**config.mk**
```make
export PLATFORM = sky130hd
export DESIGN_NAME = mem_access_unit
export DESIGN_NICKNAME = d
export VERILOG_FILES = /design/src/rtl/mem_access_unit_pkg.sv /design/src/rtl/mem_access_unit_exmem_reg.sv /design/src/rtl/mem_access_unit.sv
export SDC_FILE = /design/constraint.sdc
export NUM_CORES = 1
export LEC_CHECK = 0
export CAP_MARGIN = 20
export CORE_ASPECT_RATIO = 0.7
export CORE_UTILIZATION = 36
export CTS_CLUSTER_DIAMETER = 200
export DETAILED_ROUTE_END_ITERATION = 8
export PLACE_DENSITY = 0.78
export SLEW_MARGIN = 20
export SYNTH_ARGS = -nofsm -noshare
export SYNTH_HDL_FRONTEND = slang
export SYNTH_SLANG_ARGS = --single-unit
```
**constraint.sdc**
```tcl
create_clock -name clk -period 1.47 [get_ports clk]
set_input_delay 0.294 -clock clk [delete_from_list [all_inputs] [get_ports clk]]
set_output_delay 0.294 -clock clk [all_outputs]
set_load 0.01 [all_outputs]
```
**src/rtl/mem_access_unit_pkg.sv**
```systemverilog
// Shared MEM-stage definitions: FSM encoding, default widths and the EX/MEM
// control bundle used by both the execute unit and the memory access unit.
package mem_access_unit_pkg;

  localparam int         DATA_W = 32;
  localparam logic [4:0] SP_REG = 5'b11101;

  typedef enum logic [1:0] {
    IDLE = 2'd0,
    WAIT = 2'd1,
    DONE = 2'd2
  } mau_state_e;

  typedef struct packed {
    logic valid;
    logic reg_write;
    logic mem_write;
    logic mem_read;
    logic mem_to_reg;
    logic mem_src;
    logic call;
    logic ret;
  } exmem_ctrl_t;

  // A call pushes the PC, so it always behaves as a store.
  function automatic logic eff_write(input exmem_ctrl_t c);
    return c.mem_write | c.call;
  endfunction

  function automatic logic is_mem_op(input exmem_ctrl_t c);
    return c.mem_read | eff_write(c);
  endfunction

endpackage

```
**src/rtl/mem_access_unit_exmem_reg.sv**
```systemverilog
// EX/MEM pipeline register: loads whenever not stalled, and an invalid
// EX bundle becomes a bubble with every enable cleared.
module mem_access_unit_exmem_reg #(
  parameter int DATA_W = 32
) (
  input  logic                              clk,
  input  logic                              rst_n,
  input  logic                              load_i,
  input  mem_access_unit_pkg::exmem_ctrl_t  ctrl_i,
  input  logic [4:0]                        dest_i,
  input  logic [DATA_W-1:0]                 alu_addr_i,
  input  logic [DATA_W-1:0]                 non_alu_addr_i,
  input  logic [DATA_W-1:0]                 wdata_i,
  output mem_access_unit_pkg::exmem_ctrl_t  ctrl_o,
  output logic [4:0]                        dest_o,
  output logic [DATA_W-1:0]                 alu_addr_o,
  output logic [DATA_W-1:0]                 non_alu_addr_o,
  output logic [DATA_W-1:0]                 wdata_o
);
  import mem_access_unit_pkg::*;

  exmem_ctrl_t       ctrl_q, ctrl_d;
  logic [4:0]        dest_q;
  logic [DATA_W-1:0] alu_q, non_alu_q, wdata_q;

  always_comb begin
    ctrl_d = '0;
    if (ctrl_i.valid) begin
      ctrl_d = ctrl_i;
    end else begin
      ctrl_d = '0;
    end
  end

  always_ff @(posedge clk or negedge rst_n) begin
    if (!rst_n) begin
      ctrl_q    <= '0;
      dest_q    <= 5'd0;
      alu_q     <= {DATA_W{1'b0}};
      non_alu_q <= {DATA_W{1'b0}};
      wdata_q   <= {DATA_W{1'b0}};
    end else if (load_i) begin
      ctrl_q    <= ctrl_d;
      dest_q    <= dest_i;
      alu_q     <= alu_addr_i;
      non_alu_q <= non_alu_addr_i;
      wdata_q   <= wdata_i;
    end
  end

  assign ctrl_o         = ctrl_q;
  assign dest_o         = dest_q;
  assign alu_addr_o     = alu_q;
  assign non_alu_addr_o = non_alu_q;
  assign wdata_o        = wdata_q;

endmodule

```
**src/rtl/mem_access_unit.sv**
```systemverilog
// MEM stage: EX/MEM capture, req/ack data-memory sequencing with timeout,
// write-back, forwarding and return-address delivery.
module mem_access_unit #(
  parameter int         DATA_W      = mem_access_unit_pkg::DATA_W,
  parameter int         MEM_TIMEOUT = 15,
  parameter logic [4:0] SP_REG      = mem_access_unit_pkg::SP_REG
) (
  input  logic              clk,
  input  logic              rst_n,
  input  logic              ex_valid,
  output logic              ex_stall,
  input  logic              RegWrite_in,
  input  logic              MemWrite_in,
  input  logic              MemRead_in,
  input  logic              MemToReg_in,
  input  logic              MemSrc_in,
  input  logic              call_in,
  input  logic              ret_in,
  input  logic [4:0]        DestReg_in,
  input  logic [DATA_W-1:0] ALU_addr_in,
  input  logic [DATA_W-1:0] NON_ALU_addr_in,
  input  logic [DATA_W-1:0] MemWrite_data_in,
  output logic              mem_req,
  output logic              mem_we,
  output logic [DATA_W-1:0] mem_addr,
  output logic [DATA_W-1:0] mem_wdata,
  input  logic              mem_ack,
  input  logic [DATA_W-1:0] mem_rdata,
  output logic              wb_valid,
  output logic              RegWrite_out,
  output logic [4:0]        DestReg_out,
  output logic [DATA_W-1:0] wb_data,
  output logic [DATA_W-1:0] EXMEM_ALU_addr,
  output logic [DATA_W-1:0] MEM_ALUfrwd_data,
  output logic [DATA_W-1:0] MEM_Memfrwd_data,
  output logic              ret_valid,
  output logic [DATA_W-1:0] ret_target,
  output logic              mem_timeout_err
);
  import mem_access_unit_pkg::*;

  localparam int               CNT_W    = $clog2(MEM_TIMEOUT + 1);
  localparam logic [CNT_W-1:0] CNT_LAST = CNT_W'(MEM_TIMEOUT - 1);

  if (MEM_TIMEOUT < 1 || SP_REG == 5'd0) begin : g_bad_param
    $error("mem_access_unit: MEM_TIMEOUT must be >= 1 and SP_REG must be nonzero");
  end

  exmem_ctrl_t       ctrl_in_s, exm_ctrl_s;
  logic [4:0]        exm_dest_s;
  logic [DATA_W-1:0] exm_alu_s, exm_non_alu_s, exm_wdata_s;

  mau_state_e        state_q, state_d;
  logic [CNT_W-1:0]  cnt_q, cnt_d;
  logic [DATA_W-1:0] rdata_q, rdata_d;
  logic              tmo_q, tmo_d;
  logic              err_q, err_d;
  logic              in_wait_s, in_done_s;

  assign ctrl_in_s = {ex_valid, RegWrite_in, MemWrite_in, MemRead_in,
                      MemToReg_in, MemSrc_in, call_in, ret_in};
  assign in_wait_s = (state_q == WAIT);
  assign in_done_s = (state_q == DONE);

  mem_access_unit_exmem_reg #(.DATA_W(DATA_W)) u_exmem_reg (
    .clk            (clk),
    .rst_n          (rst_n),
    .load_i         (~in_wait_s),
    .ctrl_i         (ctrl_in_s),
    .dest_i         (DestReg_in),
    .alu_addr_i     (ALU_addr_in),
    .non_alu_addr_i (NON_ALU_addr_in),
    .wdata_i        (MemWrite_data_in),
    .ctrl_o         (exm_ctrl_s),
    .dest_o         (exm_dest_s),
    .alu_addr_o     (exm_alu_s),
    .non_alu_addr_o (exm_non_alu_s),
    .wdata_o        (exm_wdata_s)
  );

  // IDLE/DONE decide on the incoming bundle so mem_req rises right after capture.
  always_comb begin
    state_d = state_q;
    cnt_d   = cnt_q;
    rdata_d = rdata_q;
    tmo_d   = tmo_q;
    err_d   = err_q;
    case (state_q)
      IDLE, DONE: begin
        tmo_d = 1'b0;
        if (ex_valid && is_mem_op(ctrl_in_s)) begin
          state_d = WAIT;
          cnt_d   = {CNT_W{1'b0}};
        end else begin
          state_d = IDLE;
        end
      end
      WAIT: begin
        if (mem_ack) begin
          rdata_d = eff_write(exm_ctrl_s) ? {DATA_W{1'b0}} : mem_rdata;
          state_d = DONE;
        end else if (cnt_q == CNT_LAST) begin
          rdata_d = {DATA_W{1'b0}};
          tmo_d   = 1'b1;
          err_d   = 1'b1;
          state_d = DONE;
        end else begin
          cnt_d = cnt_q + {{(CNT_W-1){1'b0}}, 1'b1};
        end
      end
      default: state_d = IDLE;
    endcase
  end

  always_ff @(posedge clk or negedge rst_n) begin
    if (!rst_n) begin
      state_q <= IDLE;
      cnt_q   <= {CNT_W{1'b0}};
      rdata_q <= {DATA_W{1'b0}};
      tmo_q   <= 1'b0;
      err_q   <= 1'b0;
    end else begin
      state_q <= state_d;
      cnt_q   <= cnt_d;
      rdata_q <= rdata_d;
      tmo_q   <= tmo_d;
      err_q   <= err_d;
    end
  end

  assign ex_stall  = in_wait_s;
  assign mem_req   = in_wait_s;
  assign mem_we    = in_wait_s & eff_write(exm_ctrl_s);
  assign mem_addr  = exm_ctrl_s.mem_src ? exm_non_alu_s : exm_alu_s;
  assign mem_wdata = exm_wdata_s;

  assign wb_valid     = in_done_s | ((state_q == IDLE) & exm_ctrl_s.valid & ~is_mem_op(exm_ctrl_s));
  assign wb_data      = (in_done_s & exm_ctrl_s.mem_to_reg) ? rdata_q : exm_alu_s;
  assign RegWrite_out = exm_ctrl_s.valid & exm_ctrl_s.reg_write & wb_valid & ~(in_done_s & tmo_q);
  assign DestReg_out  = exm_dest_s;

  assign EXMEM_ALU_addr   = exm_alu_s;
  assign MEM_ALUfrwd_data = exm_alu_s;
  assign MEM_Memfrwd_data = rdata_q;

  assign ret_valid       = in_done_s & exm_ctrl_s.valid & exm_ctrl_s.ret;
  assign ret_target      = rdata_q;
  assign mem_timeout_err = err_q;

endmodule

```
==> impl_metrics.tcl, run 1 <==
set metrics [dict create \
    clock-root-buffer "clkbuf_16" \
    finalHoldViolCount 0 \
    antenna_left 0 \
    ys.warnings.count 0 \
    wl_per_cell_um 20.3 \
    grt_pass1_vias 7167 \
    synth_edf_count 0 \
    drt-pass1-iter-count 5 \
    power_density_nw_per_um2 1490 \
    synth_seq_cells 149 \
    r2r_setup_slack_ns -0.28 \
    routed_wl_um 30000 \
    syn-cell-area_um2 6970 \
    num_vias 7211 \
    via_per_inst 4.87 \
    drc_errors 0 \
    r2r-end "MEM_Memfrwd_data[21]" \
    synthArstFlopShare 1.00 \
    finalPower_mw 20.2 \
    die_area_um2 19900 \
    finalCritPeriodShare 1.48 \
    first_iter_violations 452 \
    path_cells "and2b_2, nand2_4, buf_12, buf_4, mux2_4, buf_6" \
    port_buffers 379 \
    cp_slowest_cell "dfrtp_1" \
    fin_ws_ns -0.711 \
    violations "setup timing" \
    worst-slew-pin-transition_ns 0.648 \
    fp.dieW_um 168 \
    hold_ws_ns 0.373 \
    dp_hpwl_um 17600 \
    synthDistinctLibCells 29 \
    critPathKind "reg2out" \
    grtUsageMet1 0.331 \
    r2r-start "state_q[0]" \
    p_leak_nw 7.01 \
    crit_fanout 11 \
    grt-busiest-layer "met2" \
    synth_seq_area_share 0.535 \
    finalSetupViolations 184 \
    grtUsageMet2 0.455 \
    gp_congestion 0.842 \
    hold_class "in2async" \
    cts_tree "done" \
    numPlacedInstances 1329 \
    finalMaxSlewViolations 0 \
    cpPeakStageDelay_ns 0.39 \
    clock_latency_ns 0.41 \
    gr-total-overflow 0 \
    layout_common_cells "nand2_1, dfrtp_1, clkdlybuf4s50_1, buf_6, buf_4" \
    fmax_ghz 0.459 \
    die_y_um 118 \
    diodes 0 \
    final_common_cell "nand2_1" \
    multi_input_area_um2 2900 \
    grt_start_max_net_pins 37 \
    syn_to_final_growth_pct 94.6 \
    reg2regPathDepth 9 \
    endpoint_kind "output port" \
    io_pins 380 \
    antenna_found_initial 1 \
    numCtsBuffers 17 \
    synth_nets 864 \
    crit_required_ns 1.18 \
    finalCriticalPeriod_ns 2.18 \
    startpoint_type "flop" \
    grt_pass1_wl_um 40400 \
    rsz0062_at_grt "true" \
    nets 1373 \
    skew_ns 0.0142 \
    final_area_um2 13600 \
    clock_path_buffers 2 \
    initial_core_util 0.368 \
    ir_worst_vdd_uv 766 \
    seq_area_um2 3740 \
    synthFlopType "dfrtp_1" \
    core_area_um2 18900 \
    cts.sinks 149 \
    status "finished with violations" \
    drive_above_1_share 0.459 \
    grt_usage 0.266 \
    grt_use_met3 0.0720 \
    cp.arrival_ns 1.89 \
    synthCells 718 \
    place_area_um2 11200 \
    h-tree-depth 4 \
    rows 42 \
    path_clk_slew_ns 0.07 \
    cap_violations 0 \
    synth_area_per_cell_um2 9.70 \
    max_slew_margin 0.565 \
    stdcell_count 1480 \
    fillers 1371 \
]
-- cell type report --
class                   count  area share
repair buffers            596       0.445
flip-flops and latches    149       0.276
multi-input cells         456       0.214
clock buffers              19      0.0327
well taps                 242      0.0223
clock inverters            11     0.00766
inverters                   7     0.00231
-- stage by stage --
step / utilization / setup slack [ns] / setup TNS, ns
final: 0.717 / -0.711 / -55.48
after global routing: 0.717 / -0.767 / -66.57
after CTS: 0.663 / -0.729 / -48.46
after detailed placement: 0.593 / -0.529 / -33.62
after global placement: 0.593 / -0.486 / -32.03
after floorplan: - / -0.0369 / -1.11
-- repair_timing --
item / CTS / global route
setup buffers: 82 / 40
setup endpoints to repair: 310 / 263
hold endpoints to repair: 28 / 0
hold buffers: 1 / 0
gates cloned: 8 / 20
pin swaps: 17 / 6
gates resized for setup: 804 / 218
-- synthesized netlist by cell type, drive strengths merged (2+ instances only) --
cell type / n / area share
and3: 2 / 0.0018
a22o: 32 / 0.040
nor3: 2 / 0.0014
nand3: 12 / 0.0086
buf: 96 / 0.10
nor2: 3 / 0.0016
nand2b: 4 / 0.0036
ha: 2 / 0.0036
nand2: 322 / 0.17
inv: 7 / 0.0041
mux2: 64 / 0.10
o21ai: 3 / 0.0022
clkbuf: 10 / 0.0054
dfrtp: 149 / 0.54
-- flip-flops by register name, indices dropped and copies added, names as in the netlist --
name                        count
tmo_q                           1
MEM_Memfrwd_data               32
u_exmem_reg.alu_addr_o         32
cnt_q                           4
state_q                         2
u_exmem_reg.ctrl_o              8
mem_timeout_err                 1
u_exmem_reg.non_alu_addr_o     32
u_exmem_reg.dest_o              5
u_exmem_reg.wdata_o            32
-- logic make-up (layout without fill, tap and decap cells) --
| logic type | count (synthesis) | after routing | synth area share |
|---|---|---|---|
| AO/OA/AOI/OAI | 42 | 42 | 0.0510 |
| adder cells (fa/ha/maj) | 2 | 2 | 0.00359 |
| buffers and inverters | 113 | 633 | 0.112 |
| flip-flops | 149 | 149 | 0.535 |
| multiplexers | 65 | 65 | 0.105 |
| AND/OR/NAND/NOR | 347 | 347 | 0.193 |
-- power by group --
part	total, mW	switching [mW]	internal [mW]
Sequential	5.80	0.726	5.08
Combinational	10.2	4.45	5.76
Clock	4.15	1.78	2.37
-- per-layer routing --
metal / vias to the layer above / share of wire
met3: 37 / 0.068
li1: 3262 / -
met2: 303 / 0.50
met4: 2 / 0.016
met1: 3607 / 0.42
met5: - / 0.00050
-- critical path: cells and delay by family (launching register included) --
family	cells	cell delay, ns
buffers and inverters	3	0.42
flip-flops	1	0.39
AND/OR/NAND/NOR	2	0.36
multiplexers	1	0.30
-- worst max path at each step --
stage / startpoint / to / cells after the start
after floorplan: state_q[0] / wb_data[10] / 4
after global placement: state_q[1] / wb_data[12] / 5
after detailed placement: state_q[1] / wb_data[15] / 5
after CTS: state_q[1] / wb_data[6] / 5
after global routing: state_q[0] / wb_data[7] / 6
final: state_q[0] / wb_data[7] / 6
(Power assumes the default switching activity.)
==> run 2, diff against run 1 <==
CORE_MARGIN = 5   (was not set)
==> run 2 against run 1 <==
The flow still finishes with violations (setup timing). Design area is 4.3% lower. Combinational power is 5% lower. Sequential cell count stayed put. Final cell count is 0.20% lower. Fmax is 3.3% higher. Sequential power is 1% lower. Core utilization is 3.3 points lower. Worst hold slack worse by 0.021 ns. Critical path type unchanged.
==> impl_metrics.tcl, run 2 (synthesis results as in run 1) <==
set metrics [dict create \
    grt_pass1_wl_um 41100 \
    power_density_nw_per_um2 1530 \
    syn_to_final_growth_pct 86.2 \
    first_iter_violations 509 \
    antenna_found_initial 1 \
    grt_start_max_net_pins 76 \
    antenna_left 0 \
    finalMaxSlewViolations 0 \
    hold_class "in2async" \
    place_ws_ns -0.563 \
    finalCritPeriodShare 1.44 \
    finalCriticalPeriod_ns 2.11 \
    nets 1345 \
    rsz0062_at_grt "true" \
    utilization 0.684 \
    wl_per_cell_um 20.9 \
    layout_common_cells "nand2_1, dfrtp_1, clkdlybuf4s50_1, buf_6, buf_4" \
    initial_core_util 0.367 \
    final_common_cell "nand2_1" \
    fin_ws_ns -0.642 \
    max_slew_margin 0.625 \
    endpoint_kind "output port" \
    place_area_um2 11200 \
    ir_worst_vdd_uv 933 \
    die_area_um2 22300 \
    fp.dieW_um 176 \
    skew_ns 0.0109 \
    worst-slew-pin-transition_ns 0.558 \
    crit_fanout 11 \
    critPathKind "reg2out" \
    routed_wl_um 30800 \
    drt-pass1-iter-count 5 \
    die_y_um 126 \
    finalHoldViolCount 0 \
    path_clk_slew_ns 0.07 \
    clock-root-buffer "clkbuf_16" \
    h-tree-depth 4 \
    grt_pass1_vias 7062 \
    numCtsBuffers 17 \
    crit_required_ns 1.18 \
    core_area_um2 19000 \
    drive_above_1_share 0.412 \
    dp_hpwl_um 18800 \
    via_per_inst 4.77 \
    clock_latency_ns 0.42 \
    status "finished with violations" \
    cp.arrival_ns 1.82 \
    cts.sinks 149 \
    io_pins 380 \
    drc_errors 0 \
    startpoint_type "flop" \
    num_vias 7043 \
    port_buffers 379 \
    clock_path_buffers 2 \
    final_area_um2 13000 \
    grt_usage 0.236 \
    fmax_ghz 0.474 \
    finalSetupViolations 161 \
    violations "setup timing" \
    cts_tree "done" \
    gr-total-overflow 0 \
    p_leak_nw 6.79 \
    cap_violations 0 \
    fillers 1452 \
    rows 42 \
    gp_congestion 0.851 \
]
==> run 2: path summary, 6_finish.rpt <==
path / start / endpoint / slack [ns] / cells past startpoint
setup / recovery: state_q[0] / wb_data[6] / -0.64 / 5
hold / removal: rst_n / u_exmem_reg.wdata_o[14] / 0.35 / 2
setup reg to reg: state_q[0] / MEM_Memfrwd_data[18] / -0.18 / 8
hold reg to reg: u_exmem_reg.wdata_o[9] / u_exmem_reg.wdata_o[9] / 0.46 / 2
max in group asynchronous: rst_n / u_exmem_reg.wdata_o[7] / 0.55 / 3
min in group clk: ALU_addr_in[6] / u_exmem_reg.alu_addr_o[6] / 0.41 / 3
==> run 2: cell type report <==
type	instances	area (µm²)	area share
Timing Repair Buffer	568	5530	0.426
Multi-Input combinational cell	456	2750	0.212
Tap cell	264	330	0.0255
Sequential cell	149	3730	0.288
Clock inverter	12	139	0.0107
Antenna cell	1	2.50	0.000193
Clock buffer	20	457	0.0352
Inverter	7	33.8	0.00260
==> run 2: power by group <==
group / switching [mW] / total [mW] / leakage (nW) / internal (mW)
Sequential: 0.642 / 5.72 / 1.83 / 5.07
Combinational: 4.37 / 9.73 / 4.67 / 5.36
Clock: 1.84 / 4.46 / 0.292 / 2.62
Total: 6.85 / 19.9 / 6.79 / 13.1
==> run 2: layer usage <==
layer / global-route usage / vias up / part of all wire
met3: 0.0750 / 45 / 0.083
met5: 0 / - / 0
met4: 0.0674 / 0 / 0.024
met2: 0.391 / 291 / 0.48
li1: - / 3218 / -
met1: 0.300 / 3489 / 0.41
==> run 2: worst max-delay path, stage by stage, from the launching register on <==
cell     delay, ns
dfrtp_1       0.36
and2b_2       0.27
nand2_8       0.14
buf_12        0.15
mux2_2        0.36
buf_6         0.12
==> run 2: what timing repair did <==
| item | in CTS | in global routing |
|---|---|---|
| hold buffers | 1 | 0 |
| buffers inserted | 70 | 34 |
| endpoints found under the hold margin | 28 | 0 |
| endpoints found under the setup margin | 343 | 280 |
| pin swaps | 3 | 6 |
| gates cloned | 7 | 15 |
| gates resized for setup | 819 | 227 |
==> run 2: stage by stage <==
stage / TNS (ns) / std cells / hold WS [ns] / total power, mW
final: -45.19 / 1477 / 0.352 / 19.9
after global placement: -31.20 / 1344 / 0.214 / 14.0
after floorplan: -1.11 / 718 / -0.00159 / 9.32
after detailed placement: -32.32 / 1344 / 0.213 / 14.2
after global routing: -53.19 / 1477 / 0.354 / 20.9
after CTS: -43.28 / 1446 / 0.336 / 18.8
==> run 3, diff against run 2 <==
CORE_UTILIZATION = 25   (was 36)
PLACE_DENSITY = not set   (was 0.78)
SYNTH_HIERARCHICAL = 1   (was not set)
==> run 3 against run 2 <==
The flow still finishes with violations (setup timing). Largest cell class unchanged. Largest power group unchanged. Clock skew is 0.0057 ns lower. Critical endpoint is now wb_data[15]. Critical path depth grew 1. Sequential share of layout area shrank 2.4 points. Synthesized cell count down 23%.
==> impl_metrics.tcl, run 3 <==
set metrics [dict create \
    crit_required_ns 1.18 \
    violations "setup timing" \
    synthArstFlopShare 1.00 \
    cts.sinks 149 \
    syn_to_final_growth_pct 95.7 \
    core_area_um2 28700 \
    finalMaxSlewViolations 0 \
    finalSetupViolations 220 \
    endpoint_kind "output port" \
    place_ws_ns -0.514 \
    endpoint "wb_data[15]" \
    path_clk_slew_ns 0.07 \
    synthFlopType "dfrtp_1" \
    skew_ns 0.00514 \
    antenna_left 0 \
    grt_pass1_vias 6949 \
    synth_area_leaders "dfrtp_1, mux2_2, buf_4" \
    final_area_um2 14200 \
    hold_ws_ns 0.287 \
    drive_above_1_share 0.597 \
    ir_worst_vdd_uv 633 \
    routed_wl_um 32000 \
    cap_violations 0 \
    finalHoldViolCount 0 \
    grt_start_max_net_pins 53 \
    critPathKind "reg2out" \
    power_density_nw_per_um2 1430 \
    gr-total-overflow 0 \
    finalPower_mw 20.2 \
    hold_class "in2async" \
    wl_per_cell_um 21.7 \
    dp_hpwl_um 20400 \
    fmax_ghz 0.468 \
    worst-slew-pin-transition_ns 0.459 \
    rows 52 \
    nets 1228 \
    layout_common_cells "buf_6, dfrtp_1, clkdlybuf4s50_1, buf_4, mux2_4" \
    reg2regPathDepth 11 \
    initial_core_util 0.252 \
    grt_usage 0.180 \
    synth_seq_area_share 0.516 \
    yosysMostFrequentCell "dfrtp_1" \
    die_area_um2 32500 \
    fp.dieW_um 213 \
    yosys.area.top_type "dfrtp_1" \
    fin_ws_ns -0.668 \
    clock_path_buffers 2 \
    cpPeakStageDelay_ns 0.43 \
    multi_input_area_um2 3240 \
    diodes 0 \
    synth_edf_count 0 \
    clock-root-buffer "clkbuf_16" \
    h-tree-depth 4 \
    path_cells "nor2b_4, nand2_8, buf_6, buf_12, mux2_2, buf_6" \
    place_area_um2 11700 \
    numCtsBuffers 17 \
    clock_latency_ns 0.43 \
    final_common_cell "buf_6" \
    grt_pass1_wl_um 44300 \
    r2r-end "cnt_q[2]" \
    rsz0062_at_grt "true" \
    drc_errors 0 \
    finalCriticalPeriod_ns 2.14 \
    synth_nets 698 \
    num_vias 6485 \
    die_y_um 152 \
    crit_start "state_q[0]" \
    status "finished with violations" \
    synth_top_area_frac 0.516 \
    synthDistinctLibCells 34 \
    startpoint_type "flop" \
    cp.arrival_ns 1.84 \
    crit_fanout 6 \
    cts_tree "done" \
    max_slew_margin 0.692 \
    cp_slowest_cell "dfrtp_2" \
    fillers 2558 \
    gp_congestion 0.791 \
    drt-pass1-iter-count 4 \
    synthCells 552 \
    crit_top_cell "buf_6" \
    via_per_inst 4.40 \
    synth_area_per_cell_um2 13.1 \
    port_buffers 379 \
    ys.warnings.count 6 \
    r2r-start "state_q[0]" \
    synthTopCellsByCount "dfrtp_1, mux2_2, buf_4" \
    first_iter_violations 306 \
    seq_area_um2 3730 \
    syn-cell-area_um2 7230 \
    antenna_found_initial 1 \
    fin_tns_setup_ns -82.49 \
    synth_seq_cells 149 \
    r2r_setup_slack_ns -0.45 \
    io_pins 380 \
    finalCritPeriodShare 1.45 \
    p_leak_nw 6.87 \
]
run 3: cell count changes in the layout (fill, tap and decap cells not counted), moves of 21 or more:
cell / delta
o21ai_1: +35
nand3_1: +21
a22o_1: -22
buf_4: +28
mux2_4: +69
nand2_1: -319
mux2_2: +33
run 3: cells by family (layout without fill, tap and decap cells):
group	count (synthesis)	in the layout	synth area share
mux	166	166	0.272
flops	149	149	0.516
buf+inv	113	655	0.109
compound gates	71	71	0.0612
simple gates	50	51	0.0379
fa+ha+maj	2	2	0.00346
xor+xnor	1	1	0.00121
run 3: routing by layer:
layer	GRT usage	up-vias	part of all wire
met2	0.298	248	0.48
met3	0.0523	34	0.077
li1	-	2964	-
met5	0	-	0.00034
met1	0.230	3237	0.43
met4	0.0466	2	0.017
run 3: metrics by stage:
stage                     instances   util
after floorplan                 552      -
after global placement         1317  0.409
after detailed placement       1317  0.409
after CTS                      1457  0.473
after global routing           1473  0.493
final                          1473  0.493
run 3: cell type report:
| class | instances | share of cell area |
|---|---|---|
| clock buffers | 19 | 0.0320 |
| clock inverters | 13 | 0.0154 |
| inverters | 13 | 0.00398 |
| multi-input cells | 291 | 0.229 |
| flip-flops and latches | 149 | 0.264 |
| well taps | 378 | 0.0334 |
| repair buffers | 610 | 0.422 |
run 3: worst min-delay path by stage:
| stage | from | end | slack, ns |
|---|---|---|---|
| finish | rst_n | u_exmem_reg/alu_addr_o[13] | 0.29 |
| global route | rst_n | u_exmem_reg/alu_addr_o[13] | 0.29 |
| CTS | rst_n | u_exmem_reg/alu_addr_o[13] | 0.27 |
| detailed placement | rst_n | u_exmem_reg/alu_addr_o[13] | 0.17 |
| global placement | rst_n | u_exmem_reg/alu_addr_o[13] | 0.17 |
| floorplan | rst_n | MEM_Memfrwd_data[0] | -0.002 |
run 3: what timing repair did:
action,in CTS,in global routing
endpoints found under the setup margin,375,245
cloned,13,9
pin swaps,2,8
resized for setup,1010,181
hold buffers,1,0
buffers inserted,114,26
endpoints found under the hold margin,33,0
run 3: report_power, final:
part / leakage [nW] / internal (mW) / switching (mW)
Clock: 0.321 / 3.13 / 1.93
Combinational: 4.75 / 5.81 / 3.91
Sequential: 1.80 / 4.94 / 0.525
Total: 6.87 / 13.9 / 6.36
run 3: critical path, delay by kind of cell, from the launching register on:
family                 cells  cell delay, ns
DFF                        1            0.43
buffers and inverters      3            0.40
muxes                      1            0.29
and+or+nand+nor            2            0.28
